==> src/rtl/machine_ctl.sv <==
// machine_ctl: fixed 8-step instruction sequencer for the 8-bit accumulator CPU.
// Every strobe is registered.
// The register is loaded with the decode of the state being entered,
// so each output is glitch-free and valid for the whole cycle of that state.
module machine_ctl (
  input  logic       clk,
  input  logic       rst_n,
  input  logic       ena,
  input  logic [2:0] opcode,
  input  logic       zero,
  output logic       rd,
  output logic       wr,
  output logic       load_ir,
  output logic       inc_pc,
  output logic       load_pc,
  output logic       load_acc,
  output logic       alu_ena,
  output logic       datactl_ena,
  output logic       halt
);

  typedef enum logic [3:0] {
    ST_IDLE,
    ST_S0, ST_S1, ST_S2, ST_S3, ST_S4, ST_S5, ST_S6, ST_S7,
    ST_HALTED
  } state_t;

  localparam logic [2:0] OP_HLT = 3'b000;
  localparam logic [2:0] OP_SKZ = 3'b001;
  localparam logic [2:0] OP_ADD = 3'b010;
  localparam logic [2:0] OP_AND = 3'b011;
  localparam logic [2:0] OP_XOR = 3'b100;
  localparam logic [2:0] OP_LDA = 3'b101;
  localparam logic [2:0] OP_STO = 3'b110;
  localparam logic [2:0] OP_JMP = 3'b111;

  state_t     state_q, state_d;
  logic [2:0] op_q, op_d;
  logic       zero_q, zero_d;

  logic rd_q, wr_q, load_ir_q, inc_pc_q, load_pc_q;
  logic load_acc_q, alu_ena_q, datactl_ena_q, halt_q;
  logic rd_d, wr_d, load_ir_d, inc_pc_d, load_pc_d;
  logic load_acc_d, alu_ena_d, datactl_ena_d, halt_d;

  // Next-state sequencing plus the opcode (captured leaving S2) and zero (captured leaving S3) latches.
  always_comb begin
    state_d = state_q;
    op_d    = op_q;
    zero_d  = zero_q;
    case (state_q)
      ST_IDLE: state_d = ena ? ST_S0 : ST_IDLE;
      ST_S0:   state_d = ST_S1;
      ST_S1:   state_d = ST_S2;
      ST_S2: begin
        state_d = ST_S3;
        op_d    = opcode;
      end
      ST_S3: begin
        state_d = ST_S4;
        zero_d  = zero;
      end
      ST_S4:   state_d = ST_S5;
      ST_S5:   state_d = ST_S6;
      ST_S6:   state_d = ST_S7;
      ST_S7: begin
        if (op_q == OP_HLT) state_d = ST_HALTED;
        else if (ena)       state_d = ST_S0;
        else                state_d = ST_IDLE;
      end
      ST_HALTED: state_d = ST_HALTED;
      default:   state_d = ST_IDLE;
    endcase
  end

  // Strobe decode for the state about to be entered, using the latch values that will hold there.
  always_comb begin
    rd_d          = 1'b0;
    wr_d          = 1'b0;
    load_ir_d     = 1'b0;
    inc_pc_d      = 1'b0;
    load_pc_d     = 1'b0;
    load_acc_d    = 1'b0;
    alu_ena_d     = 1'b0;
    datactl_ena_d = 1'b0;
    halt_d        = 1'b0;
    case (state_d)
      ST_S0: begin
        rd_d      = 1'b1;
        load_ir_d = 1'b1;
      end
      ST_S1: begin
        rd_d      = 1'b1;
        load_ir_d = 1'b1;
        inc_pc_d  = 1'b1;
      end
      ST_S3: begin
        inc_pc_d = 1'b1;
        halt_d   = (op_d == OP_HLT);
      end
      ST_S4: begin
        case (op_d)
          OP_ADD, OP_AND, OP_XOR, OP_LDA: begin
            rd_d      = 1'b1;
            alu_ena_d = 1'b1;
          end
          OP_STO:  datactl_ena_d = 1'b1;
          OP_JMP:  load_pc_d     = 1'b1;
          OP_HLT:  halt_d        = 1'b1;
          default: ;
        endcase
      end
      ST_S5: begin
        case (op_d)
          OP_ADD, OP_AND, OP_XOR, OP_LDA: begin
            rd_d       = 1'b1;
            load_acc_d = 1'b1;
          end
          OP_STO: begin
            wr_d          = 1'b1;
            datactl_ena_d = 1'b1;
          end
          OP_JMP:  load_pc_d = 1'b1;
          OP_SKZ:  inc_pc_d  = zero_d;
          OP_HLT:  halt_d    = 1'b1;
          default: ;
        endcase
      end
      ST_S6: begin
        case (op_d)
          OP_ADD, OP_AND, OP_XOR, OP_LDA: rd_d = 1'b1;
          OP_STO:  datactl_ena_d = 1'b1;
          OP_HLT:  halt_d        = 1'b1;
          default: ;
        endcase
      end
      ST_S7: begin
        case (op_d)
          OP_SKZ:  inc_pc_d = zero_d;
          OP_HLT:  halt_d   = 1'b1;
          default: ;
        endcase
      end
      ST_HALTED: halt_d = 1'b1;
      default: ;
    endcase
  end

  // State, latches and output strobes; reset clears everything immediately.
  always_ff @(posedge clk or negedge rst_n) begin
    if (!rst_n) begin
      state_q       <= ST_IDLE;
      op_q          <= 3'b000;
      zero_q        <= 1'b0;
      rd_q          <= 1'b0;
      wr_q          <= 1'b0;
      load_ir_q     <= 1'b0;
      inc_pc_q      <= 1'b0;
      load_pc_q     <= 1'b0;
      load_acc_q    <= 1'b0;
      alu_ena_q     <= 1'b0;
      datactl_ena_q <= 1'b0;
      halt_q        <= 1'b0;
    end else begin
      state_q       <= state_d;
      op_q          <= op_d;
      zero_q        <= zero_d;
      rd_q          <= rd_d;
      wr_q          <= wr_d;
      load_ir_q     <= load_ir_d;
      inc_pc_q      <= inc_pc_d;
      load_pc_q     <= load_pc_d;
      load_acc_q    <= load_acc_d;
      alu_ena_q     <= alu_ena_d;
      datactl_ena_q <= datactl_ena_d;
      halt_q        <= halt_d;
    end
  end

  assign rd          = rd_q;
  assign wr          = wr_q;
  assign load_ir     = load_ir_q;
  assign inc_pc      = inc_pc_q;
  assign load_pc     = load_pc_q;
  assign load_acc    = load_acc_q;
  assign alu_ena     = alu_ena_q;
  assign datactl_ena = datactl_ena_q;
  assign halt        = halt_q;

endmodule

==> config.mk <==
export PLATFORM = sky130hd
export DESIGN_NAME = machine_ctl
export DESIGN_NICKNAME = d
export VERILOG_FILES = /design/src/rtl/machine_ctl.sv
export SDC_FILE = /design/constraint.sdc
export NUM_CORES = 1
export LEC_CHECK = 0
export CORE_MARGIN = 4
export CORE_UTILIZATION = 25
export CTS_CLUSTER_SIZE = 10
export DETAILED_ROUTE_END_ITERATION = 10
export GPL_TIMING_DRIVEN = 0
export MAX_ROUTING_LAYER = met4
export PLACE_DENSITY_LB_ADDON = 0.3
export REMOVE_ABC_BUFFERS = 1
export SLEW_MARGIN = 5
export SYNTH_ARGS = -nofsm -noshare
export SYNTH_HDL_FRONTEND = slang
export SYNTH_SLANG_ARGS = --single-unit
==> constraint.sdc <==
create_clock -name clk -period 1.51 [get_ports clk]
set_clock_uncertainty 0.1 [all_clocks]
set_input_delay 0.302 -clock clk [delete_from_list [all_inputs] [get_ports clk]]
set_output_delay 0.302 -clock clk [all_outputs]
set_load 0.03 [all_outputs]
# Yosys cells after proc, flatten, opt, wreduce, memory -nomap -nowiden
# Cells that the tools add are included.
dict set report op_classes {
  eq_ne 24
  shift 0
  n_mul 0
  magnitude_cmp 0
  bitwise_logic 0
  reduce_logical 10
  div 0
  add_sub_neg 0
  mux 19
}
# op n
set ops {}
lappend ops {{$pmux 4 s10} 1}
lappend ops {{$eq 4x3->1 const B} 8}
lappend ops {{$eq 4x4->1 const B} 4}
lappend ops {{$mux 1} 13}
lappend ops {{$eq 3x3->1 const B} 4}
lappend ops {{$eq 4x2->1 const B} 3}
lappend ops {{$eq 4x1->1 const B} 2}
lappend ops {{$reduce_or 2->1} 4}
lappend ops {{$reduce_or 4->1} 2}
lappend ops {{$eq 3x2->1 const B} 2}
lappend ops {{$logic_not 3->1} 2}
lappend ops {{$logic_not 4->1} 1}
lappend ops {{$mux 4} 1}
lappend ops {{$pmux 1 s2} 2}
lappend ops {{$eq 3x1->1 const B} 1}
lappend ops {{$mux 3} 1}
lappend ops {{$pmux 1 s3} 1}
lappend ops {{$reduce_or 3->1} 1}
dict set report totals {
  mem_count 0
  output_inout_bits 9
  latch_bits 0
  ramBits 0
  romBits 0
  word_cells 65
  in_bits 7
  register_bits 17
}

# Longest topological paths before layout
dict set report logic_depth {
  depth_word 6
  depth_mapped 5
  mapped_depth_nobuf 4
}

# Worst setup path after synthesis
# Ideal clock, no wire load.
dict set report synth_timing {
  kind {flip-flop to flip-flop}
  startpoint {reg state_q[2]}
  endpoint {reg halt_q (netlist: halt)}
  synth_period_minus_slack_ns 1.428
  stages_incl_launch_ff 4
  setup_ns 0.092
  required_time_ns 1.318
  path_buffers 0
  arrival_time_ns 1.236
  path_slack_ns 0.082
  path_cell_list {dfrtp_1 and4bb_4 mux2_4 o31ai_2}
}
dict set report synth_between {
  elab_chain_len 5
  elab_cells_between_ends 22
  cone_classes {eq/ne: 15; mux: 4; reduce/logical: 3}
}
# element line_no
set synth_rtl {}
lappend synth_rtl {{from (decl)} 37} ;# state_t state_q, state_d;
lappend synth_rtl {{from (signal assigned)} 165} ;# state_q <= state_d;
lappend synth_rtl {{$eq 4x2->1 *} 51} ;# case (state_q)
lappend synth_rtl {{$mux 3 *} 51}
lappend synth_rtl {{named net op_d[0]} 38} ;# logic [2:0] op_q, op_d;
lappend synth_rtl {{$logic_not 3->1 *} n/a}
lappend synth_rtl {{$mux 1} n/a}
lappend synth_rtl {{$pmux 1 s3 *} 87} ;# case (state_d)
lappend synth_rtl {{named net halt_d} 44} ;# logic load_acc_d, alu_ena_d, datactl_ena_d, halt_d;
lappend synth_rtl {{to (signal assigned)} 176} ;# halt_q <= halt_d;
lappend synth_rtl {{to (decl)} 42} ;# logic load_acc_q, alu_ena_q, datactl_ena_q, halt_q;
# The timed path passes the listed nets; every way through them passes the cells marked *.

# Worst setup path in the final report
# Ends and elaborated chain as after synthesis.

==> impl_metrics.toml <==
[run_status]
status = "complete, no violations"

[synth]
synth_compound_area_share_pct = 13.3
synthMuxAreaShare_pct = 5.91
synth_flop_cell = "dfrtp_1"
synth_xor_area_share_pct = 3.18
ys_ff_latch = 17
synth_cells = 65
synth-simple-area-share_pct = 22.0
synth-adder-area-share_pct = 0
synth_top_family_by_area = "simple AND/OR/NAND/NOR gates"
synth_area_per_cell_um2 = 12.7
async_flop_share_pct = 100
synth_edf_count = 0
yosysWarnings = 0
syn-cell-area_um2 = 826
yosysSeqAreaShare_pct = 51.5
ys_types = 33

[floorplan]
start_util_pct = 26.6
die_h_um = 65.5
placementRows = 20
core_um2 = 3100
die_w_um = 65.5
io_pins = 16
die_area_um2 = 4290

[final_layout]
area_growth_pct = 38.5
regMostFlops = "state_q"
final_util_pct = 36.9
antenna_cells = 0
final_nets = 100
fill_cells = 333
reg_top3 = "state_q: 4 flops, op_q: 3 flops"
largest_reg_flops = 4
multi_input_area_um2 = 399
drive_above_1_share_pct = 37.0
register_area_um2 = 430

[routing]
drt_iter0_drc = 18
drc = 0
num_vias = 612
avgViaCountPerCell = 4.50
postRouteAntennaNets = 0
avgRoutedWirePerCell_um = 12.8
drt-total-wl_mm = 1.74
drt-pass1-iter-count = 4

[hold_path]
hold_path.class = "in2async"

[global_routing]
grtUsageTotal_pct = 9.02
first_global_vias = 632
antenna_found_initial = 0
grt_pass1_wl_mm = 2.88
grt_overflow = 0
grt_start_max_net_pins = 18

[place]
gp_congestion = 0.736
place_hpwl_mm = 1.10
port_buffers = 15

[timing]
min_period_ns = 1.48
finalHoldViolCount = 0
holdWs_ns = 0.359
fmax_mhz = 674
worst_slew_pin_slew_ns = 0.781
slew_violations = 0
rsz0062_at_grt = "true"
setup-violations-final = 0
timing.slew.headroom_pct = 47.8
min_period_over_period_pct = 98.3

[cts]
insertion_delay_ns = 0.29
cts_inserted_buffers = 3
root_buffer = "clkbuf_4"
cts.path.max_buffers = 2
h-tree-depth = 1
clkSinkCount = 17
path_clk_slew_ns = 0.11
cts_tree = "built"

[setup_path]
worstPathArrival_ns = 1.59
critPathCaptureType = "flop"
critPathLaunchType = "flop"
worstPathRequired_ns = 1.62
critPathKind = "reg2reg"
critPathMaxFanout = 3

[power_and_ir_drop]
power_mw = 2.44
p_leak_nw = 0.507
cellPowerDensity_nw_per_um2 = 2130
ir_drop_v = 0.000528

[flow_run]
max-cap-violations = 0
-- layer usage --
layer | routed length [µm] | global-route usage [%]
met4 | 27 | 5.44
met3 | 62 | 1.71
met2 | 920 | 14.2
met1 | 733 | 10.7
met5 | 0 | -
-- path summary, 6_finish.rpt --
kind,start,end,slack (ns),cells after the start
max,state_q[2],halt,0.03,3
min,rst_n,inc_pc,0.36,1
max reg2reg,state_q[2],halt,0.03,3
min reg2reg,zero_q,zero_q,0.42,1
max in group asynchronous,rst_n,state_q[0],0.42,1
min in group clk,zero_q,zero_q,0.42,1
-- stage by stage --
stage          setup WS [ns]  setup TNS (ns)  instances  area [µm²]
2_1_floorplan        -0.0460         -0.0460         61         792
3_3_place_gp          -0.376           -1.07        120         997
5_1_grt              -0.0185         -0.0447        136        1140
4_1_cts              -0.0158         -0.0158        134        1100
6_report              0.0260               0        136        1140
3_5_place_dp          -0.372           -1.05        120         997
-- final cells by class --
| type | instances | share of cell area, % |
|---|---|---|
| multi-input combinational | 44 | 34.9 |
| clock inverter | 1 | 0.438 |
| timing repair buffer | 27 | 20.2 |
| sequential | 17 | 37.6 |
| clock buffer | 3 | 1.97 |
| tap | 44 | 4.81 |
-- synthesized netlist by cell type (2+ instances only) --
| library cell | number | area (µm²) |
|---|---|---|
| mux2_2 | 3 | 33.8 |
| nor3b_1 | 2 | 15.0 |
| buf_4 | 3 | 22.5 |
| nand2_1 | 2 | 7.51 |
| nor4_1 | 3 | 18.8 |
| o21ai_0 | 3 | 15.0 |
| nor3_1 | 2 | 10.0 |
| nand2b_1 | 2 | 12.5 |
| dfrtp_1 | 17 | 425 |
| nor2_1 | 4 | 15.0 |
| xnor2_1 | 2 | 17.5 |
-- worst max-delay path, cell delays in order (launching register included) --
cell and delay (ns):
dfrtp_2 0.42, and4bb_4 0.35, mux2_4 0.32, o31ai_4 0.21
-- repair_timing --
action,CTS,global route
gates resized for setup,15,5
setup buffers,10,2
hold buffers,0,0
pin swaps,1,3
setup endpoints to repair,15,4
-- placed cells by master (no fill, tap or decap), types with 2 or more instances in the layout --
master            n
xnor2_1           2
dfrtp_1          13
dlygate4sd2_1    10
buf_4            11
nand2b_1          2
nand2_1           2
dfrtp_2           4
nor3b_1           2
nor4_1            3
nor2_1            4
clkbuf_4          3
o21ai_0           3
clkdlybuf4s50_1   5
mux2_2            3
-- where the power goes --
| group | internal, mW | switching, mW | total [mW] |
|---|---|---|---|
| clock | 0.0983 | 0.149 | 0.248 |
| combinational | 0.663 | 0.719 | 1.38 |
| sequential | 0.647 | 0.160 | 0.807 |
-- kinds of logic (layout without fill, tap and decap cells) --
group                  count (synthesis)  after routing
AND/OR/NAND/NOR                       24             24
flip-flops                            17             17
AO/OA/AOI/OAI                         13             13
multiplexers                           4              4
buffers and inverters                  4             31
XOR/XNOR                               3              3
Note: power is estimated with default switching activity, not from simulation.
